$ cat src/rtl/regfile_pkg.sv
// Shared definitions for the multi-port register file: default geometry,
// init/run state encoding and the byte merge used by both the write path
// and the write-to-read forwarding path.
package regfile_pkg;

  localparam int DEF_DATA_W = 64;
  localparam int DEF_ADDR_W = 5;
  localparam int DEF_DEPTH  = 32;

  typedef enum logic {
    INIT = 1'b0,
    RUN  = 1'b1
  } rf_state_e;

  // Merge one byte lane: take the new byte where its mask bit is set,
  // otherwise keep the old byte. Callers loop this over every lane so the
  // word width stays a parameter of the caller.
  function automatic logic [7:0] byte_merge(input logic [7:0] old_b,
                                            input logic [7:0] new_b,
                                            input logic       mask_b);
    return mask_b ? new_b : old_b;
  endfunction

endpackage

$ cat src/rtl/regfile_init_fsm.sv
// Init/clear sequencer for regfile_mp. Walks every entry writing zero after
// reset or a clear request, then raises o_ready. The top level muxes the
// clear-write strobe/address against the user write port.
module regfile_init_fsm
  import regfile_pkg::*;
#(
  parameter int ADDR_W = DEF_ADDR_W,
  parameter int DEPTH  = DEF_DEPTH
) (
  input  logic              i_clk,
  input  logic              i_rst,
  input  logic              i_clr,
  output logic              o_ready,
  output logic              o_run,
  output logic              o_clr_we,
  output logic [ADDR_W-1:0] o_clr_addr
);

  localparam logic [ADDR_W-1:0] LAST = ADDR_W'(DEPTH - 1);

  rf_state_e         r_state;
  logic [ADDR_W-1:0] r_cnt;
  logic              r_ready;

  // Sequencer: clear restarts the sweep from entry 0 in either state; the
  // last sweep edge moves to RUN and raises ready together.
  always_ff @(posedge i_clk or posedge i_rst) begin
    if (i_rst) begin
      r_state <= INIT;
      r_cnt   <= '0;
      r_ready <= 1'b0;
    end else if (i_clr) begin
      r_state <= INIT;
      r_cnt   <= '0;
      r_ready <= 1'b0;
    end else if (r_state == INIT) begin
      if (r_cnt == LAST) begin
        r_state <= RUN;
        r_cnt   <= '0;
        r_ready <= 1'b1;
      end else begin
        r_cnt <= r_cnt + 1'b1;
      end
    end
  end

  assign o_ready    = r_ready;
  assign o_run      = (r_state == RUN);
  assign o_clr_we   = (r_state == INIT);
  assign o_clr_addr = r_cnt;

endmodule

$ cat src/rtl/regfile_mp.sv
// Parametrised multi-read-port register file with byte-masked writes,
// registered reads and a hardware zeroing sequencer. Storage has no reset;
// READY marks when the array has been swept clean and accepts accesses.
// Build option: define REGFILE_BYPASS_EN to forward a same-cycle write
// (per byte, per port) into a read of the same address; otherwise reads
// return the pre-write contents.
module regfile_mp
  import regfile_pkg::*;
#(
  parameter int DATA_W   = DEF_DATA_W,
  parameter int ADDR_W   = DEF_ADDR_W,
  parameter int DEPTH    = DEF_DEPTH,
  parameter int NUM_RD   = 2,
  parameter int ZERO_REG = 1
) (
  input  logic                     CLK,
  input  logic                     RST,
  input  logic                     CLR,
  input  logic                     RegWrite,
  input  logic [ADDR_W-1:0]        W_ADDR,
  input  logic [DATA_W-1:0]        W_DATA,
  input  logic [DATA_W/8-1:0]      W_MASK,
  input  logic [NUM_RD*ADDR_W-1:0] R_ADDR,
  output logic [NUM_RD*DATA_W-1:0] OUT,
  output logic                     READY
);

  localparam int MB    = DATA_W / 8;
  localparam int IDX_W = (DEPTH > 1) ? $clog2(DEPTH) : 1;
  localparam logic [ADDR_W:0] DEPTH_L = (ADDR_W + 1)'(DEPTH);

  logic [DATA_W-1:0] r_mem [DEPTH];

  logic              w_run;
  logic              w_ready;
  logic              w_clr_we;
  logic [ADDR_W-1:0] w_clr_addr;
  logic              w_wr_ok;
  logic              w_usr_we;
  logic [DATA_W-1:0] w_wr_old;
  logic [DATA_W-1:0] w_wr_word;
  logic [NUM_RD*DATA_W-1:0] w_rd_all;

  regfile_init_fsm #(
    .ADDR_W (ADDR_W),
    .DEPTH  (DEPTH)
  ) u_init_fsm (
    .i_clk      (CLK),
    .i_rst      (RST),
    .i_clr      (CLR),
    .o_ready    (w_ready),
    .o_run      (w_run),
    .o_clr_we   (w_clr_we),
    .o_clr_addr (w_clr_addr)
  );

  // A user write lands only in RUN, in range, off the hardwired zero entry,
  // and never in a cycle where a clear request wins.
  assign w_wr_ok  = ({1'b0, W_ADDR} < DEPTH_L) && !((ZERO_REG != 0) && (W_ADDR == '0));
  assign w_usr_we = w_run && RegWrite && !CLR && w_wr_ok;
  assign w_wr_old = r_mem[W_ADDR[IDX_W-1:0]];

  // Read-modify-write merge of the selected byte lanes into the old word.
  always_comb begin
    w_wr_word = w_wr_old;
    for (int b = 0; b < MB; b++) begin
      w_wr_word[8*b +: 8] = byte_merge(w_wr_old[8*b +: 8], W_DATA[8*b +: 8], W_MASK[b]);
    end
  end

  // Storage: the sequencer's zeroing sweep and the user port never overlap
  // because one needs INIT and the other RUN.
  always_ff @(posedge CLK) begin
    if (w_clr_we) begin
      r_mem[w_clr_addr[IDX_W-1:0]] <= '0;
    end else if (w_usr_we) begin
      r_mem[W_ADDR[IDX_W-1:0]] <= w_wr_word;
    end
  end

  for (genvar p = 0; p < NUM_RD; p++) begin : g_rd
    logic [ADDR_W-1:0] w_raddr;
    logic              w_rd_ok;
    logic [DATA_W-1:0] w_rd_raw;
    logic [DATA_W-1:0] w_rd_word;

    assign w_raddr  = R_ADDR[p*ADDR_W +: ADDR_W];
    assign w_rd_ok  = ({1'b0, w_raddr} < DEPTH_L) && !((ZERO_REG != 0) && (w_raddr == '0));
    assign w_rd_raw = r_mem[w_raddr[IDX_W-1:0]];

`ifdef REGFILE_BYPASS_EN
    // Forward the lanes being written this cycle into a matching read.
    always_comb begin
      w_rd_word = w_rd_raw;
      if (w_usr_we && (W_ADDR == w_raddr)) begin
        for (int b = 0; b < MB; b++) begin
          w_rd_word[8*b +: 8] = byte_merge(w_rd_raw[8*b +: 8], W_DATA[8*b +: 8], W_MASK[b]);
        end
      end
    end
`else
    // Read-before-write: a same-cycle write shows up one cycle later.
    assign w_rd_word = w_rd_raw;
`endif

    // Zero-entry and out-of-range masking sits after forwarding so it wins.
    assign w_rd_all[p*DATA_W +: DATA_W] = w_rd_ok ? w_rd_word : '0;
  end

  // Registered read data, forced to zero while the array is being swept.
  always_ff @(posedge CLK or posedge RST) begin
    if (RST) begin
      OUT <= '0;
    end else if (w_run) begin
      OUT <= w_rd_all;
    end else begin
      OUT <= '0;
    end
  end

  assign READY = w_ready;

endmodule

$ cat config.mk
export PLATFORM = sky130hd
export DESIGN_NAME = regfile_mp
export DESIGN_NICKNAME = d
export VERILOG_FILES = /design/src/rtl/regfile_pkg.sv /design/src/rtl/regfile_init_fsm.sv /design/src/rtl/regfile_mp.sv
export SDC_FILE = /design/constraint.sdc
export NUM_CORES = 2
export LEC_CHECK = 0
export ABC_AREA = 1
export BUFFER_PORTS_ARGS = -buffer_cell sky130_fd_sc_hd__buf_2
export CORE_ASPECT_RATIO = 1.5
export CORE_MARGIN = 2
export CORE_UTILIZATION = 50
export CTS_CLUSTER_SIZE = 30
export DETAILED_ROUTE_END_ITERATION = 10
export PLACE_DENSITY = 0.7
export SYNTH_ARGS = -nofsm -noshare
export SYNTH_HDL_FRONTEND = slang
export SYNTH_SLANG_ARGS = --single-unit
$ cat constraint.sdc
create_clock -name CLK -period 11.9 [get_ports CLK]
set_input_delay 2.38 -clock CLK [delete_from_list [all_inputs] [get_ports CLK]]
set_output_delay 2.38 -clock CLK [all_outputs]
set_load 0.02 [all_outputs]
# Yosys cells after proc, flatten, opt, wreduce, memory -nomap -nowiden
# Memory sizes are Yosys's and may differ from the RTL's.
# Cells that the tools add are included.
# W data, S select, Z words.
# totals
register_bits	135
ramBits	2048
inputBits	91
output_inout_bits	129
elab_cells	62
n_memories	1
# mem_list
name	words	word_bits	rd	rd_ports_with_merged_regs	write_ports	line_no	source
r_mem	32	64	2	0	1	regfile_mp.sv:32	logic [DATA_W-1:0] r_mem [DEPTH];
# classes
add_sub_neg	1
eq_ne	10
n_mux	27
n_reduce_logical	19
# ops
operator	n
$mux W64	3
$mux W128	1
$mux W8	9
$reduce_or A64 Y1	1
$mux W5	4
$reduce_and A2 Y1	9
$logic_not A5 Y1	3
$mux W1	10
$ne A1 B1 Y1 const B	8
$add A5 B1 Y5 const B	1
$eq A5 B5 Y1 const B	1
$logic_and A1 B1 Y1	3
$logic_not A1 Y1	2
$ne A2 B2 Y1 const B	1
$reduce_bool A2 Y1	1

# Longest topological paths before layout
# logic_depth
ltp_word	9
depth_mapped	13
depth_no_buf	10

# Hierarchy
# A second synthesis with hierarchy kept.
# unflattened
hier_cells	10641
area_unflattened_um2	107023.9
# by_module_without_submodules
mod	instances	cells_per_inst	area_per_inst_um2	seq_area_each_um2
regfile_mp	1	10601	106683.6	64702.1
regfile_init_fsm	1	40	340.3	175.2

# Least setup slack after synthesis
# OpenSTA, ideal clock, no wires.
# synth_timing
path_type	input to register
startpoint	in RegWrite
endpoint	mem r_mem[0][10] (netlist name), data pin
setup_ns	0.351
t_arrival_ns	4.210
t_required_ns	11.549
slack_ns	7.339
cell_stages	10
n_path_buf	4
path_cell_list	nand2_1 nor2_2 buf_4 o211ai_2 nand2_2 nor2_4 buf_8 buf_2 buf_2 nor2_1
# synth_between
elab_chain_cells	9
word_cells_on_any_way	16
classes_between	mux: 4; reduce/logical: 12
# synth_rtl
element	line_no	source
start, declared	regfile_mp.sv:19	input logic RegWrite,
$logic_and A1 B1 Y1 (*) (3 in a row)	regfile_mp.sv:60	assign w_usr_we = w_run && RegWrite && !CLR && w_wr_ok;
$mux W1 (*)	regfile_mp.sv:76	end else if (w_usr_we) begin
$mux W1 (*)	regfile_mp.sv:74	if (w_clr_we) begin
$mux W1 (implied by the code) (*)	regfile_mp.sv:77	r_mem[W_ADDR[IDX_W-1:0]] <= w_wr_word;
$reduce_and A2 Y1 (no line)	-	
$reduce_or A64 Y1 (no line) (*)	-	
$mux W64 (no line) (*)	-	
end, declared	regfile_mp.sv:32	
# Every way passes the cells marked *; elsewhere a longest branch is shown, timed or not.

# Worst setup path in the final report
# layout_timing
startpoint	in W_ADDR[4]
endpoint	mem r_mem[5][37] (netlist name) (enable)
# layout_between
elab_chain_cells	9
word_cells_on_any_way	17
classes_between	mux: 5; reduce/logical: 12
# layout_rtl
element	line_no	source
start, declared	regfile_mp.sv:20	input logic [ADDR_W-1:0] W_ADDR,
$logic_not A5 Y1	regfile_mp.sv:59	assign w_wr_ok = ({1'b0, W_ADDR} < DEPTH_L) && !((ZERO_REG != 0) && (W_ADDR == '0));
$logic_not A1 Y1	regfile_mp.sv:59	
$logic_and A1 B1 Y1	regfile_mp.sv:60	
$mux W1	regfile_mp.sv:76	
$mux W1	regfile_mp.sv:74	
$mux W1 (implied by the code)	regfile_mp.sv:77	
$reduce_and A2 Y1 (no line)	-	
$reduce_or A64 Y1 (no line)	-	
$mux W5 (no line) / $mux W8 (equally long branches)	-	
# Parallel ways exist; a longest one is shown, timed or not.

==> results.py <==
metrics = {
    "clock_network": {
        "cts.clk_slew.worst_paths_ns": 0.07,
        "ctsHtreeMaxLevel": 4,
        "postCtsResizedCells": 0,
        "cts_setup_buffers": 0,
        "cts_root_buf": "clkbuf_16",
        "clock_sinks": 2183,
        "numCtsBuffers": 208,
        "cts_tree": "yes",
        "ctsHoldBuffers": 0,
        "clockBufferDepth": 4,
        "clk_latency_ns": 0.90,
    },
    "logic_synthesis": {
        "syn_avg_cell_area_sq_um": 9.34,
        "ys_seq_area_frac": 0.592,
        "syn_nets": 11800,
        "yosys_warnings": 0,
        "syn-instance-count": 11700,
        "async_flop_share": 0.0618,
        "synth_common_cells": "nand2_1, o21ai_0, edfxtp_1",
        "synth_cell_types": 32,
        "synth-seq-cells": 2183,
        "synth_area_sq_um": 110000,
        "synth_top_cells_by_area": "edfxtp_1, o21ai_0, nand3_1",
        "yosysMostFrequentCell": "nand2_1",
        "synth_area_leader_cell": "edfxtp_1",
        "synth_ff_type": "edfxtp_1",
        "synth_top_area_frac": 0.561,
        "synth_enable_flop_cells": 2048,
    },
    "detailed_routing": {
        "drtAntennaViolNets": 0,
        "drc": 0,
        "vias": 89500,
        "drt-initial-drc-count": 12500,
        "drt-total-wl_mm": 355,
        "vias_per_cell": 6.25,
        "routedWlPerCell_microns": 24.8,
        "drt-pass1-iter-count": 10,
    },
    "worst_setup_path": {
        "crit_path_top_delay_cell": "nor3_2",
        "cp-end-kind": "flop",
        "worstReg2RegStart": "u_init_fsm.o_run$_DFF_PP0_",
        "cpMostUsedCell": "nand2_4",
        "cp.required_ns": 12.40,
        "worstPathArrival_ns": 6.09,
        "path_cells": "buf_2 > nor2_1 > nand3_2 > o211ai_1 > nand2_1 > nor2_4 > buf_12 > nand2_4 > nand2_4 > nand2_8 > buf_4 > nor3_2",
        "critPathLaunch": "W_ADDR[4]",
        "cpPeakStageDelay_ns": 0.81,
        "path_class": "input port to flop",
        "reg2regPathDepth": 11,
        "critPathLaunchType": "input port",
        "cp_max_fo": 58,
    },
    "power_and_ir_drop": {
        "p_seq_frac": 0.502,
        "power_density_nw_per_um2": 141,
        "intPower_uw": 12700,
        "p_sw_uw": 4050,
        "combPwrFrac": 0.080,
        "switching_share": 0.242,
        "power_leakage_uw": 0.0434,
        "clkPwrFrac": 0.418,
        "ir_drop_v": 0.000111,
    },
    "sta": {
        "max_slew.worst_pin.slew_ns": 1.26,
        "final_hold_viol_count": 0,
        "post-route-period-util": 0.469,
        "rsz0062_at_grt": "false",
        "whs_ns": 0.485,
        "final-setup-viol-count": 0,
        "slew_violations": 0,
        "max_freq_mhz": 179,
        "skew_ns": 0.0427,
        "finalCriticalPeriod_ns": 5.58,
        "fin_setup_tns_ns": 0,
        "slew_headroom": 0.159,
    },
    "final_layout": {
        "drive_gt1_frac": 0.0871,
        "fillers": 18900,
        "area_growth_pct": 8.03,
        "final_cells": 14300,
        "fin_nets": 11400,
    },
    "floorplanning": {
        "rows": 210,
        "dieWidth_microns": 386,
        "start_util": 0.503,
        "dieArea_sq_um": 223000,
        "core_sq_um": 218000,
        "die_h_microns": 578,
        "io_pins": 220,
    },
    "place": {
        "portBuffers": 219,
        "hpwlAfterDp_mm": 210,
        "place.gp.congestion": 0.935,
        "dp.cells": 13900,
    },
    "grt": {
        "antenna_found_initial": 5,
        "overflow": 0,
        "grtUsageTotal": 0.309,
        "grt_pass1_vias": 84400,
        "grt_max_degree": 301,
        "grt_pass1_wl_mm": 521,
    },
    "run_status": {
        "outcome": "finished clean",
    },
    "job": {
        "drv_cap": 0,
    },
    "worst_hold_path": {
        "min_path_type": "flop to flop",
        "min-delay-start": "u_init_fsm.o_ready$_DFFE_PP0P_",
        "holdPathStages": 2,
    },
}
[worst paths after layout]
kind | slack (ns) | to
worst max-delay path | 6.32 | r_mem[5][37]$_DFFE_PP_
worst max register to register | 7.36 | r_mem[5][37]$_DFFE_PP_
max in group asynchronous | 8.34 | OUT[81]$_DFF_PP0_
worst min-delay path | 0.49 | u_init_fsm.o_ready$_DFFE_PP0P_
worst min register to register | 0.49 | u_init_fsm.o_ready$_DFFE_PP0P_
min in group asynchronous | 1.63 | OUT[61]$_DFF_PP0_
[per-stage QoR]
step / cell area [sq um] / setup slack (ns) / power (uW) / utilization
after floorplan: 110000 / 5.91 / 9450 / -
after global placement: 111000 / 5.45 / 9820 / 0.511
after detailed placement: 111000 / 5.39 / 9840 / 0.511
after CTS: 118000 / 6.33 / 16700 / 0.543
after global routing: 118000 / 6.18 / 17100 / 0.543
final: 118000 / 6.32 / 16700 / 0.543
[layout make-up]
type	count	area, sq um	share of cell area
sequential	2183	64900	0.548
clock inverter	121	1470	0.0124
tap	2862	3580	0.0302
multi-input combinational	7457	36700	0.309
antenna	1	2.50	0.0000211
clock buffer	259	5530	0.0467
timing repair buffer	321	2100	0.0177
inverter	1119	4240	0.0358
[worst max-delay path, delay by kind of cell]
family / cells / cell delay (ns)
AND/OR/NAND/NOR: 8 / 2.18
AO/OA/AOI/OAI: 1 / 0.16
buffers and inverters: 3 / 1.24
[sequential cells by signal (all words and copies together), names as in the netlist]
signal                 count
OUT                      128
r_mem                   2048
u_init_fsm.o_clr_addr      5
u_init_fsm.o_ready         1
u_init_fsm.o_run           1
[layout by cell type (no fill, tap or decap), types with 10 or more instances in the layout]
master,n
a21oi_1,1024
inv_1,1105
nor2_4,58
buf_4,92
nor2_1,10
clkinv_4,12
edfxtp_1,2048
bufinv_16,31
clkbuf_16,211
buf_12,14
clkinvlp_4,13
nand2_4,14
a31oi_1,128
dfrtp_1,135
nand3_1,1674
nor3_2,255
clkbuf_1,41
o21ai_0,2054
buf_2,209
nand2_1,2204
inv_6,12
clkinv_2,31
clkinv_1,27
[routing by layer]
metal	up-vias	share of wire	GRT usage
met2	5883	0.48	0.508
met4	6	0.071	0.196
met3	1353	0.091	0.0406
met1	42400	0.36	0.385
met5	-	0.00010	0
li1	39900	-	-
[cell families after synthesis]
kind of cell	share of synthesized area
and+or+nand+nor	0.182
AOI/OAI and AO/OA	0.148
DFF	0.592
buffers and inverters	0.0780
xor gates and xnor gates	0.000160
adders and majority gates	0.000228
[power groups by stage]
stage,Sequential [uW],Combinational (uW),Clock (uW)
after floorplan,8540,904,0
after global routing,8390,1430,7290
after global placement,8550,1260,0
final,8390,1340,6990
after CTS,8390,1290,7010
after detailed placement,8550,1290,0
Note: power is estimated with default switching activity, not from simulation.
